**config.mk**
```make
export PLATFORM = sky130hd
export DESIGN_NAME = rx_fc_credit_return
export DESIGN_NICKNAME = d
export VERILOG_FILES = /design/src/rtl/rx_fc_credit_return.sv
export SDC_FILE = /design/constraint.sdc
export NUM_CORES = 1
export LEC_CHECK = 0
export CAP_MARGIN = 10
export CORE_ASPECT_RATIO = 2
export CORE_MARGIN = 1.5
export CORE_UTILIZATION = 52
export CTS_CLUSTER_DIAMETER = 40
export CTS_CLUSTER_SIZE = 10
export DETAILED_ROUTE_END_ITERATION = 10
export GPL_TIMING_DRIVEN = 0
export PLACE_DENSITY = 0.76
export SYNTH_ARGS = -nofsm -noshare
export SYNTH_HDL_FRONTEND = slang
export SYNTH_SLANG_ARGS = --single-unit
```
**constraint.sdc**
```tcl
create_clock -name clk -period 5.6 [get_ports clk]
set_input_delay 0.84 -clock clk [delete_from_list [all_inputs] [get_ports clk]]
set_output_delay 0.84 -clock clk [all_outputs]
set_load 0.03 [all_outputs]
```
**src/rtl/rx_fc_credit_return.sv**
```systemverilog
// VC0 receive credit counters, InitFC1/InitFC2 handshake and UpdateFC source; DLLP loads one cycle after a freed credit.
// Output is held under dllp_ready backpressure; optional FC_PERIODIC_UPDATE_EN re-advertises every class each TIMER_PERIOD cycles.
module rx_fc_credit_return #(
   parameter int PH_INIT      = 16,
   parameter int PD_INIT      = 16,
   parameter int NPH_INIT     = 16,
   parameter int NPD_INIT     = 16,
   parameter int CH_INIT      = 16,
   parameter int CD_INIT      = 16,
   parameter int TIMER_PERIOD = 1024
) (
   input  logic        clk,
   input  logic        rst_n,
   input  logic        link_up,
   input  logic        ph_rd_en,
   input  logic        pd_rd_en,
   input  logic        nph_rd_en,
   input  logic        npd_rd_en,
   input  logic        ch_rd_en,
   input  logic        cd_rd_en,
   output logic        dllp_valid,
   input  logic        dllp_ready,
   output logic [31:0] dllp_data,
   output logic        fc_init_done
);

   typedef enum logic [1:0] {INIT1, INIT2, ACTIVE} state_t;

   localparam logic [1:0] CLS_P      = 2'd0;
   localparam logic [1:0] CLS_CPL    = 2'd2;
   localparam logic [1:0] KIND_INIT1 = 2'd0;
   localparam logic [1:0] KIND_INIT2 = 2'd1;
   localparam logic [1:0] KIND_UPD   = 2'd2;

   state_t      state;
   logic [1:0]  idx;
   logic [1:0]  last;
   logic [2:0]  pend;
   logic [2:0]  inc;
   logic [2:0]  pend_set;
   logic [2:0]  rr_clr;
   logic [7:0]  ph_cnt, nph_cnt, ch_cnt;
   logic [11:0] pd_cnt, npd_cnt, cd_cnt;
   logic [7:0]  hdr_of [3];
   logic [11:0] dat_of [3];
   logic [1:0]  c1, c2, rr_pick, idx_nxt, init_kind;
   logic        rr_any, can_load, tmr_tc;

   function automatic logic [1:0] nxt_cls(input logic [1:0] c);
      return (c == CLS_CPL) ? CLS_P : c + 2'd1;
   endfunction

   function automatic logic [7:0] fc_type(input logic [1:0] kind, input logic [1:0] cls);
      logic [7:0] base;
      case (kind)
         KIND_INIT1: base = 8'h40;
         KIND_INIT2: base = 8'hC0;
         default:    base = 8'h80;
      endcase
      return base + {2'b00, cls, 4'b0000};
   endfunction

   function automatic logic [31:0] mk(input logic [7:0] typ, input logic [7:0] hdr, input logic [11:0] dat);
      return {typ, 2'b00, hdr, 2'b00, dat};
   endfunction

   // Class index: 0 = posted, 1 = non-posted, 2 = completion.
   assign inc = {ch_rd_en | cd_rd_en, nph_rd_en | npd_rd_en, ph_rd_en | pd_rd_en};
   assign pend_set = inc | {3{tmr_tc}};

   assign hdr_of[0] = ph_cnt;
   assign hdr_of[1] = nph_cnt;
   assign hdr_of[2] = ch_cnt;
   assign dat_of[0] = pd_cnt;
   assign dat_of[1] = npd_cnt;
   assign dat_of[2] = cd_cnt;

   always_ff @(posedge clk or negedge rst_n) begin
      if (!rst_n) begin
         ph_cnt  <= 8'(PH_INIT);
         pd_cnt  <= 12'(PD_INIT);
         nph_cnt <= 8'(NPH_INIT);
         npd_cnt <= 12'(NPD_INIT);
         ch_cnt  <= 8'(CH_INIT);
         cd_cnt  <= 12'(CD_INIT);
      end else begin
         ph_cnt  <= ph_cnt  + 8'(ph_rd_en);
         pd_cnt  <= pd_cnt  + 12'(pd_rd_en);
         nph_cnt <= nph_cnt + 8'(nph_rd_en);
         npd_cnt <= npd_cnt + 12'(npd_rd_en);
         ch_cnt  <= ch_cnt  + 8'(ch_rd_en);
         cd_cnt  <= cd_cnt  + 12'(cd_rd_en);
      end
   end

   // Round-robin pick starting after the last class sent.
   always_comb begin
      c1        = nxt_cls(last);
      c2        = nxt_cls(c1);
      rr_any    = |pend;
      if (pend[c1])      rr_pick = c1;
      else if (pend[c2]) rr_pick = c2;
      else               rr_pick = last;
      can_load  = !dllp_valid || dllp_ready;
      rr_clr    = 3'b000;
      if (state == ACTIVE && can_load && rr_any) rr_clr[rr_pick] = 1'b1;
      init_kind = (state == INIT1) ? KIND_INIT1 : KIND_INIT2;
      idx_nxt   = idx + 2'd1;
   end

   always_ff @(posedge clk or negedge rst_n) begin
      if (!rst_n) begin
         state        <= INIT1;
         idx          <= CLS_P;
         last         <= CLS_CPL;
         pend         <= 3'b000;
         dllp_valid   <= 1'b0;
         dllp_data    <= 32'h0;
         fc_init_done <= 1'b0;
      end else if (!link_up) begin
         state        <= INIT1;
         idx          <= CLS_P;
         pend         <= 3'b000;
         dllp_valid   <= 1'b0;
         fc_init_done <= 1'b0;
      end else begin
         case (state)
            INIT1, INIT2: begin
               pend <= pend | inc;
               if (!dllp_valid) begin
                  dllp_valid <= 1'b1;
                  dllp_data  <= mk(fc_type(init_kind, idx), hdr_of[idx], dat_of[idx]);
               end else if (dllp_ready) begin
                  if (idx != CLS_CPL) begin
                     idx       <= idx_nxt;
                     dllp_data <= mk(fc_type(init_kind, idx_nxt), hdr_of[idx_nxt], dat_of[idx_nxt]);
                  end else if (state == INIT1) begin
                     state     <= INIT2;
                     idx       <= CLS_P;
                     dllp_data <= mk(fc_type(KIND_INIT2, CLS_P), hdr_of[CLS_P], dat_of[CLS_P]);
                  end else begin
                     // Credits freed on the entry edge itself still need advertising.
                     state        <= ACTIVE;
                     idx          <= CLS_P;
                     dllp_valid   <= 1'b0;
                     fc_init_done <= 1'b1;
                     pend         <= inc;
                  end
               end
            end
            default: begin
               pend <= (pend & ~rr_clr) | pend_set;
               if (can_load) begin
                  dllp_valid <= rr_any;
                  if (rr_any) begin
                     dllp_data <= mk(fc_type(KIND_UPD, rr_pick), hdr_of[rr_pick], dat_of[rr_pick]);
                     last      <= rr_pick;
                  end
               end
            end
         endcase
      end
   end

`ifdef FC_PERIODIC_UPDATE_EN
   localparam int TW = (TIMER_PERIOD > 1) ? $clog2(TIMER_PERIOD) : 1;
   logic [TW-1:0] tmr;

   assign tmr_tc = (state == ACTIVE) && (tmr == TW'(TIMER_PERIOD - 1));

   always_ff @(posedge clk or negedge rst_n) begin
      if (!rst_n) begin
         tmr <= '0;
      end else if (!link_up || state != ACTIVE || tmr_tc) begin
         tmr <= '0;
      end else begin
         tmr <= tmr + TW'(1);
      end
   end
`else
   // No timer built: never fires; TIMER_PERIOD is only meaningful with the timer.
   assign tmr_tc = (TIMER_PERIOD < 0);
`endif

endmodule

```
## Word level (Yosys, flattened, before mapping)

Cells that the tools add are included.

- Register bits: 103
- Output and inout bits: 34
- Logic and storage cells: 153
- Bits of input ports: 10

- Reductions and logical operators: 16
- Equality and inequality tests: 14
- $lt $le $gt $ge: 7
- Bitwise logic cells: 11
- Add/sub/neg operators: 12
- Muxes and demuxes: 80

Operator list:

| cell | number |
|---|---|
| $mux 32 | 7 |
| $mux 8 | 18 |
| $bmux 12 s2 | 3 |
| $mux 12 | 6 |
| $bmux 8 s2 | 3 |
| $add 12x1->12 | 3 |
| $mux 2 | 15 |
| $add 8x1->8 | 3 |
| $add 8x6->8 | 3 |
| $mux 3 | 7 |
| $mux 1 | 17 |
| $pmux 8 s2 | 1 |
| $reduce_and 5->1 | 2 |
| $ge 3x3->1 const B | 3 |
| $lt 2x3->1 const B | 3 |
| $not 2->3 | 3 |
| $reduce_and 4->1 | 2 |
| $add 2x1->2 const B | 3 |
| $eq 2x2->1 const B | 3 |
| $ne 2x1->1 const B | 3 |
| $ne 2x2->1 const B | 3 |
| $or 3x3->3 | 2 |
| $bmux 1 s2 | 2 |
| $logic_not 2->1 | 2 |
| 18 further kinds | 23 |

## Depth between registers and ports, before layout

Gate-level depths: netlist of the first run.

- Depth after elaboration: 18
- Gate-level depth with buffers: 12
- Depth with buffers taken out: 7

## Worst setup path before layout of the first run

No wires, ideal clock.

- Kind: register to register
- Start: register idx[1]
- End: register dllp_data[15]
- Required time: 5.506 ns
- Path slack: 3.278 ns
- Library setup time: 0.094 ns
- Path buffers: 5
- Arrival: 2.228 ns
- Cell stages (with the launch flop): 13
- Period minus slack after synthesis: 2.322 ns
- Cell sequence: dfrtp_1 buf_2 buf_2 inv_1 ha_1 buf_2 and2_1 buf_4 buf_4 a22oi_1 o211ai_1 nand2_1 a211oi_1

- Cells in the longest elaborated chain, start to end: 9
- Elaborated cells on any way between the ends: 16
- Classes of those cells: add/sub: 1; eq/ne: 2; mux: 10; bitwise: 2; reduce/logical: 1

Ends and longest elaborated chain:

| element | line | RTL |
|---|---|---|
| from (decl) | 36 | `logic [1:0] idx;` |
| from (signal assigned) | 135 | `idx <= idx_nxt;` |
| $add 2x1->2 | 108 | `idx_nxt = idx + 2'd1;` |
| $not 2->3 (implied by the code) | 136 | `dllp_data <= mk(fc_type(init_kind, idx_nxt), hdr_of[idx_nxt], dat_of[idx_nxt]);` |
| $bmux 8 s2 | 136 |  |
| $mux 8 (implied by the code) (2 in a row) | 136 |  |
| $mux 32 | 134 | `if (idx != CLS_CPL) begin` |
| $mux 32 | 133 | `end else if (dllp_ready) begin` |
| $mux 32 | 130 | `if (!dllp_valid) begin` |
| $mux 32 | 127 | `case (state)` |
| to (signal assigned) | 132 | `dllp_data <= mk(fc_type(init_kind, idx), hdr_of[idx], dat_of[idx]);` |
| to (signal assigned) | 136 |  |
| to (signal assigned) | 140 | `dllp_data <= mk(fc_type(KIND_INIT2, CLS_P), hdr_of[CLS_P], dat_of[CLS_P]);` |
| to (decl) | 23 | `output logic [31:0] dllp_data,` |

Parallel ways exist; a longest one is shown, timed or not. The select of a mux whose other input is x is not followed.
A chain may end at the register's enable or synchronous reset.

## Worst setup path in the final report of the first run

- Start: register idx[0]
- End: register dllp_data[20]

The elaborated chain is that of the path after synthesis.

==> run metrics, run 1 <==
status=completed; required time worst endpoint=5880 ps; Synth area leaders=dfrtp_1, xnor2_1, nand2_1, mux2i_1, ha_1; Synth Instances=around 600; post-route ant nets=0; Final Core Density=0.621; fin area=6550 sq um; Final Setup Violations=0; DP HPWL=12400 um; cell chain of the critical path=buf_2, buf_1, inv_1, ha_1, clkbuf_1, nand4b_1, nand3_1, nor2_1, clkbuf_1, o311ai_0, o21ai_1; post-synth top area share=0.389; placed inst area=about 6200 sq um; via count of the first global-routing pass=5177; Row Count=53; Max Freq=0.295 GHz; die outline area=11500 sq um; CTS tree=built; root buffer cell=clkbuf_16; vias per cell=6.54; clock sinks=95; cell leakage power=2.64 nW; Tcrit/Tclk final=0.605; Die H=150 um; drt first pass iters=7; Max-cap violations=0; Die X=around 77 um; first-pass GRT wire length=27300 um; GR Overflow Total=0; Via Count=about 5100; cell taking the most area after synthesis=dfrtp_1; Avg Inst Size Synth=9.65 sq um; r2r setup slk=between 2000 and 2500 ps; initial core utilization=0.536; Hold Buf Count CTS=0; ratio of cells with drive above 1 in the final layout=0.104; setup ws final=2210 ps; Crit Path Category=reg -> reg; Synth-to-Final Area Change=15.8%; grt peak-use layer=met2; H-Tree Depth=3; met2 usage=0.530; CTS resizes=0; sequential cell area fraction in the yosys report=0.422; slowest stage cell, crit path=buf_1; Nets=665; met1 Use GR=0.350; YS warnings=0; I/O pin count=44; final RePlAce weighted congestion=0.957; TritonCTS Buffers=9; RR Endpoint=dllp_data[20]$_DFFE_PN0P_; initial antenna violation count=0; Synth Register Bits=95; Reg2Reg Depth=11; headroom to the max-slew limit=0.466; Worst Path Max Fanout=10; Post-Place Setup Slack=between 2000 and 2500 ps; largest net degree at the start of global routing=64; WP data arrival=approximately 3700 ps; worst slew pin tran=approximately 800 ps; most used cell along the critical path=clkbuf_1; maximum clock path buffer count=2; EDFF count, synth=0; Routed WL=17300 um; RSZ-0062 raised after global routing=no; Ant. Diodes=0; setup TNS=0 ps; Pins Over Slew Limit=0; top_reg_cell synth=dfrtp_1; met3 usage=0.0424; min-delay worst type=in -> async; Final Critical Period=3390 ps; initial DRC count=530; CP top delay family=buffers and inverters; Remaining DRCs=0; Clock Latency Late Sink=350 ps; Core Box Area=10500 sq um; final hold vios=0; slowest stage delay, CP=around 540 ps; Peak supply drop=229 uV; Worst-path clk slew=70 ps; PortBufs=35; Worst Skew=12.2 ps; postcts setup bufs=0; Total GRT Usage=0.313; WP buf/inv=5; CP Capture Type=flop; Yosys cell types=61; WL/cell=22.1 um; fraction of registers with async set or reset after synthesis=1.00; Startpoint Class=flop; Power Dens Cells=392 nW/um^2; reg-to-reg critical path startpoint=idx[0]$_DFFE_PN0P_; Final Power=roughly 0.0026 W; Netlist Area Pre-Place=5660 sq um
==> registers in the layout, indices dropped and copies added, names as in the netlist <==
name and flops:
ch_cnt 8, idx 2, ph_cnt 8, dllp_valid 1, state 2, fc_init_done 1, pend 3, dllp_data 24
pd_cnt 12, nph_cnt 8, cd_cnt 12, npd_cnt 12, last 2
==> cell families (layout without fill, tap and decap cells) <==
family | count (synthesis) | in the layout | synth area share
AOI/OAI and AO/OA | 176 | 176 | 0.223
and+or+nand+nor | 168 | 168 | 0.148
DFF | 95 | 95 | 0.422
buffers and inverters | 58 | 110 | 0.0542
xor gates and xnor gates | 49 | 49 | 0.0759
muxes | 24 | 24 | 0.0431
adders and majority gates | 15 | 15 | 0.0332
other | 1 | 8 | 0.000663
==> stage by stage <==
step | hold slack [ps] | std cells
3_5_place_dp | 477 | 766
2_1_floorplan | 481 | 593
5_1_grt | 474 | 782
4_1_cts | 454 | 782
3_3_place_gp | 463 | 765
6_report | 426 | 782
==> synthesized netlist by cell type, drive strengths merged, types with 2 or more instances <==
library cell / n
a222oi: 2
dfrtp: 88
mux2i: 21
o31a: 3
nor2b: 5
o21ai: 38
and4: 5
a221oi: 17
and3: 6
a21boi: 4
o21a: 2
nand3: 30
a21o: 18
o22ai: 18
buf: 29
o311ai: 10
a22oi: 17
and2: 4
xnor2: 33
nor2: 19
a211oi: 5
inv: 4
a31oi: 4
nand4b: 2
dfstp: 7
mux2: 3
nand4: 10
ha: 15
a221o: 2
o211ai: 22
o2bb2ai: 2
nand2: 72
nand2b: 5
a21oi: 10
xor2: 16
nor3: 3
clkbuf: 24
==> per-layer routing <==
layer | vias up | routed length [um]
met5 | - | 0
met4 | 0 | 1130
met3 | 77 | 1020
met2 | 267 | 8890
met1 | 2515 | 6260
li1 | 2255 | -
==> cell type report <==
| cell class | count | area, sq um |
|---|---|---|
| fill | 873 | 3990 |
| clock inverter | 6 | 83.8 |
| multi-input combinational | 440 | 2990 |
| timing repair buffer | 36 | 375 |
| inverter | 5 | 18.8 |
| sequential | 95 | 2390 |
| tap | 137 | 171 |
| buffer | 53 | 288 |
| clock buffer | 10 | 239 |
==> power by group <==
part           switching, W  internal, W
Sequential         0.000250     0.000888
Clock              0.000273     0.000402
Combinational      0.000436     0.000322
Total              0.000959      0.00161
==> layout by cell type, fill, tap and decap left out, types with 5 or more instances in the layout <==
master,netlist,layout
dfrtp_1,88,88
nand2_1,72,72
clkdlybuf4s50_1,0,34
xnor2_1,33,33
nand3_1,30,30
clkbuf_1,24,24
o21ai_0,22,22
o211ai_1,22,22
mux2i_1,21,21
nor2_1,18,18
a21o_1,18,18
o22ai_1,17,17
a22oi_1,17,17
xor2_1,16,16
a221oi_1,16,16
o21ai_1,15,15
ha_1,15,15
buf_4,12,13
buf_2,11,11
nand4_1,10,10
o311ai_0,10,10
a21oi_1,9,9
clkbuf_16,0,9
conb_1,1,8
dfstp_2,7,7
and3_1,6,6
and4_1,5,5
nand2b_1,5,5
==> worst max-delay path by stage <==
stage	startpoint	to	depth (start not counted)
finish	idx[0]$_DFFE_PN0P_	dllp_data[20]$_DFFE_PN0P_	11
global route	idx[0]$_DFFE_PN0P_	dllp_data[20]$_DFFE_PN0P_	11
CTS	idx[0]$_DFFE_PN0P_	dllp_data[20]$_DFFE_PN0P_	11
detailed placement	idx[0]$_DFFE_PN0P_	dllp_data[20]$_DFFE_PN0P_	11
global placement	rst_n	pend[0]$_DFF_PN0_	1
floorplan	idx[1]$_DFFE_PN0P_	dllp_data[15]$_DFFE_PN0P_	12
Note: power is estimated with default switching activity, not from simulation.
==> inputs of run 2 (changes only) <==
- PLACE_DENSITY: 0.76 -> 0.79
- clock period: 5.6 -> 2.8 ns (I/O delays scaled with it)
==> run 2 against run 1 <==
Net effect: clock skew shrank 3.2 ps; final cell count rose by 0.26%; critical path type unchanged; clock-buffer cell count is 2 higher; via count fell by 1.5%; flip-flop and latch count is the same; routed wire length fell by 1.9%; setup slack got worse by 2100 ps; clock power up 76%; sequential share of layout area fell by 0.069 points; first-iteration DRC count increased by 6.2%; power up 93%.
==> run metrics, run 2 (synthesis gave the netlist of run 1 again) <==
Power Dens Cells=757 nW/um^2; min-delay worst type=reg -> reg; initial DRC count=563; first-pass GRT wire length=about 26000 um; required time worst endpoint=between 3000 and 4000 ps; Clock Latency Late Sink=about 350 ps; CP Capture Type=flop; via count of the first global-routing pass=just under 5000; final hold vios=0; WP data arrival=between 2000 and 3000 ps; Worst-path clk slew=70 ps; PortBufs=35; critical path launch point=idx[0]$_DFFE_PN0P_; slowest stage cell, crit path=dfrtp_1; CP top delay family=buffers and inverters; drt first pass iters=6; Nets=667; I/O pin count=44; Row Count=53; Die H=150 um; Top reg by flops=dllp_data; Fill cells=870; Die X=between 70 and 80 um; Peak supply drop=approximately 400 uV; clock sinks=95; Final Critical Period=approximately 2700 ps; r2r setup slk=120 ps; Total GRT Usage=0.301; reg-to-reg critical path startpoint=idx[0]$_DFFE_PN0P_; worst slew pin tran=approximately 800 ps; TritonCTS Buffers=9; status=completed; ratio of cells with drive above 1 in the final layout=0.114; final RePlAce weighted congestion=0.961; Startpoint Class=flop; hold endpoint=dllp_data[30]$_DFFE_PN0P_; most frequent cells in the layout=dfrtp_1, nand2_1, clkdlybuf4s50_1, xnor2_1, nand3_1; Routed WL=17000 um; Reg2Reg Depth=11; HP Start=dllp_data[30]$_DFFE_PN0P_; Max-cap violations=0; Remaining DRCs=0; GR Overflow Total=0; CTS tree=built; Core Box Area=10500 sq um; initial antenna violation count=0; Via Count=5038; post-route ant nets=0; Synth-to-Final Area Change=16.1%; Final Power=0.00497 W; initial core utilization=0.536; slowest stage delay, CP=roughly 370 ps; Worst Path Max Fanout=10; Max Freq=about 0.37 GHz; headroom to the max-slew limit=0.474; vias per cell=between 6 and 7; die outline area=11500 sq um; maximum clock path buffer count=2; WP buf/inv=5; RR Endpoint=dllp_data[20]$_DFFE_PN0P_; max reg flops=24; largest net degree at the start of global routing=73; root buffer cell=clkbuf_16; Tcrit/Tclk final=0.956; Crit Path Category=reg -> reg; RSZ-0062 raised after global routing=no; Ant. Diodes=0; H-Tree Depth=3; cell chain of the critical path=buf_2, buf_4, inv_1, ha_1, clkbuf_1, nand4b_1, nand3_1, nor2_2, clkbuf_2, o311ai_0, o21ai_1; DP HPWL=12300 um; WL/cell=21.6 um; Hold Crit Depth=1; Pins Over Slew Limit=0; Final Setup Violations=0; Worst Skew=8.95 ps; setup TNS=0 ps; most common cell after layout, fill and taps aside=dfrtp_1; cell leakage power=2.64 nW
==> run 2: cell type report <==
| type | instances | area (sq um) | share of cell area |
|---|---|---|---|
| well taps | 137 | 171 | 0.0261 |
| clock inverters | 4 | 30.0 | 0.00457 |
| clock buffers | 12 | 256 | 0.0391 |
| plain buffers | 52 | 297 | 0.0452 |
| inverters | 5 | 18.8 | 0.00286 |
| multi-input cells | 440 | 3000 | 0.458 |
| repair buffers | 39 | 400 | 0.0610 |
| flip-flops and latches | 95 | 2390 | 0.364 |
==> run 2: repair_timing <==
| action | in CTS | in global routing |
|---|---|---|
| gates cloned | 0 | 0 |
| pin swaps | 0 | 0 |
| hold buffers | 1 | 0 |
| endpoints found under the hold margin | 21 | 0 |
| setup buffers | 0 | 2 |
| endpoints found under the setup margin | 23 | 22 |
| gates resized for setup | 7 | 9 |
==> run 2: per-layer routing <==
layer | global-route usage | routed length [um] | share of wire | up-vias
li1 | - | - | - | 2264
met5 | 0 | 0 | 0 | -
met1 | 0.318 | 6010 | 0.35 | 2413
met2 | 0.520 | 8730 | 0.51 | 283
met3 | 0.0576 | 1110 | 0.065 | 78
met4 | 0.234 | 1120 | 0.066 | 0
==> run 2: how the worst max path moves through the flow <==
stage	endpoint	slack [ps]	depth (start not counted)
after floorplan	dllp_data[15]$_DFFE_PN0P_	480	12
after global placement	pd_cnt[0]$_DFF_PN0_	-2110	1
after detailed placement	dllp_data[20]$_DFFE_PN0P_	-400	11
after CTS	dllp_data[20]$_DFFE_PN0P_	30	11
after global routing	dllp_data[15]$_DFFE_PN0P_	40	12
final	dllp_data[20]$_DFFE_PN0P_	120	11
==> run 2: through the flow <==
| step | instance area [sq um] | std cells | hold slack (ps) | setup WS [ps] | util |
|---|---|---|---|---|---|
| 2_1_floorplan | 5680 | 593 | 124 | 478 | - |
| 3_3_place_gp | 6200 | 765 | 462 | -2110 | 0.588 |
| 3_5_place_dp | 6230 | 766 | 345 | -396 | 0.591 |
| 4_1_cts | 6540 | 783 | 484 | 34.2 | 0.620 |
| 5_1_grt | 6560 | 784 | 504 | 36.2 | 0.623 |
| 6_report | 6560 | 784 | 479 | 124 | 0.623 |
==> run 2: where the power goes <==
part / internal, W / switching (W) / leakage [nW]
clock: 0.000653 / 0.000537 / 0.139
sequential: 0.00178 / 0.000483 / 1.20
combinational: 0.000649 / 0.000874 / 1.31
==> inputs of run 3 (changes only) <==
- HOLD_SLACK_MARGIN: default -> 0.02
==> results of run 3 <==
No change in the layout: final DEF, timing and power equal those of run 2.
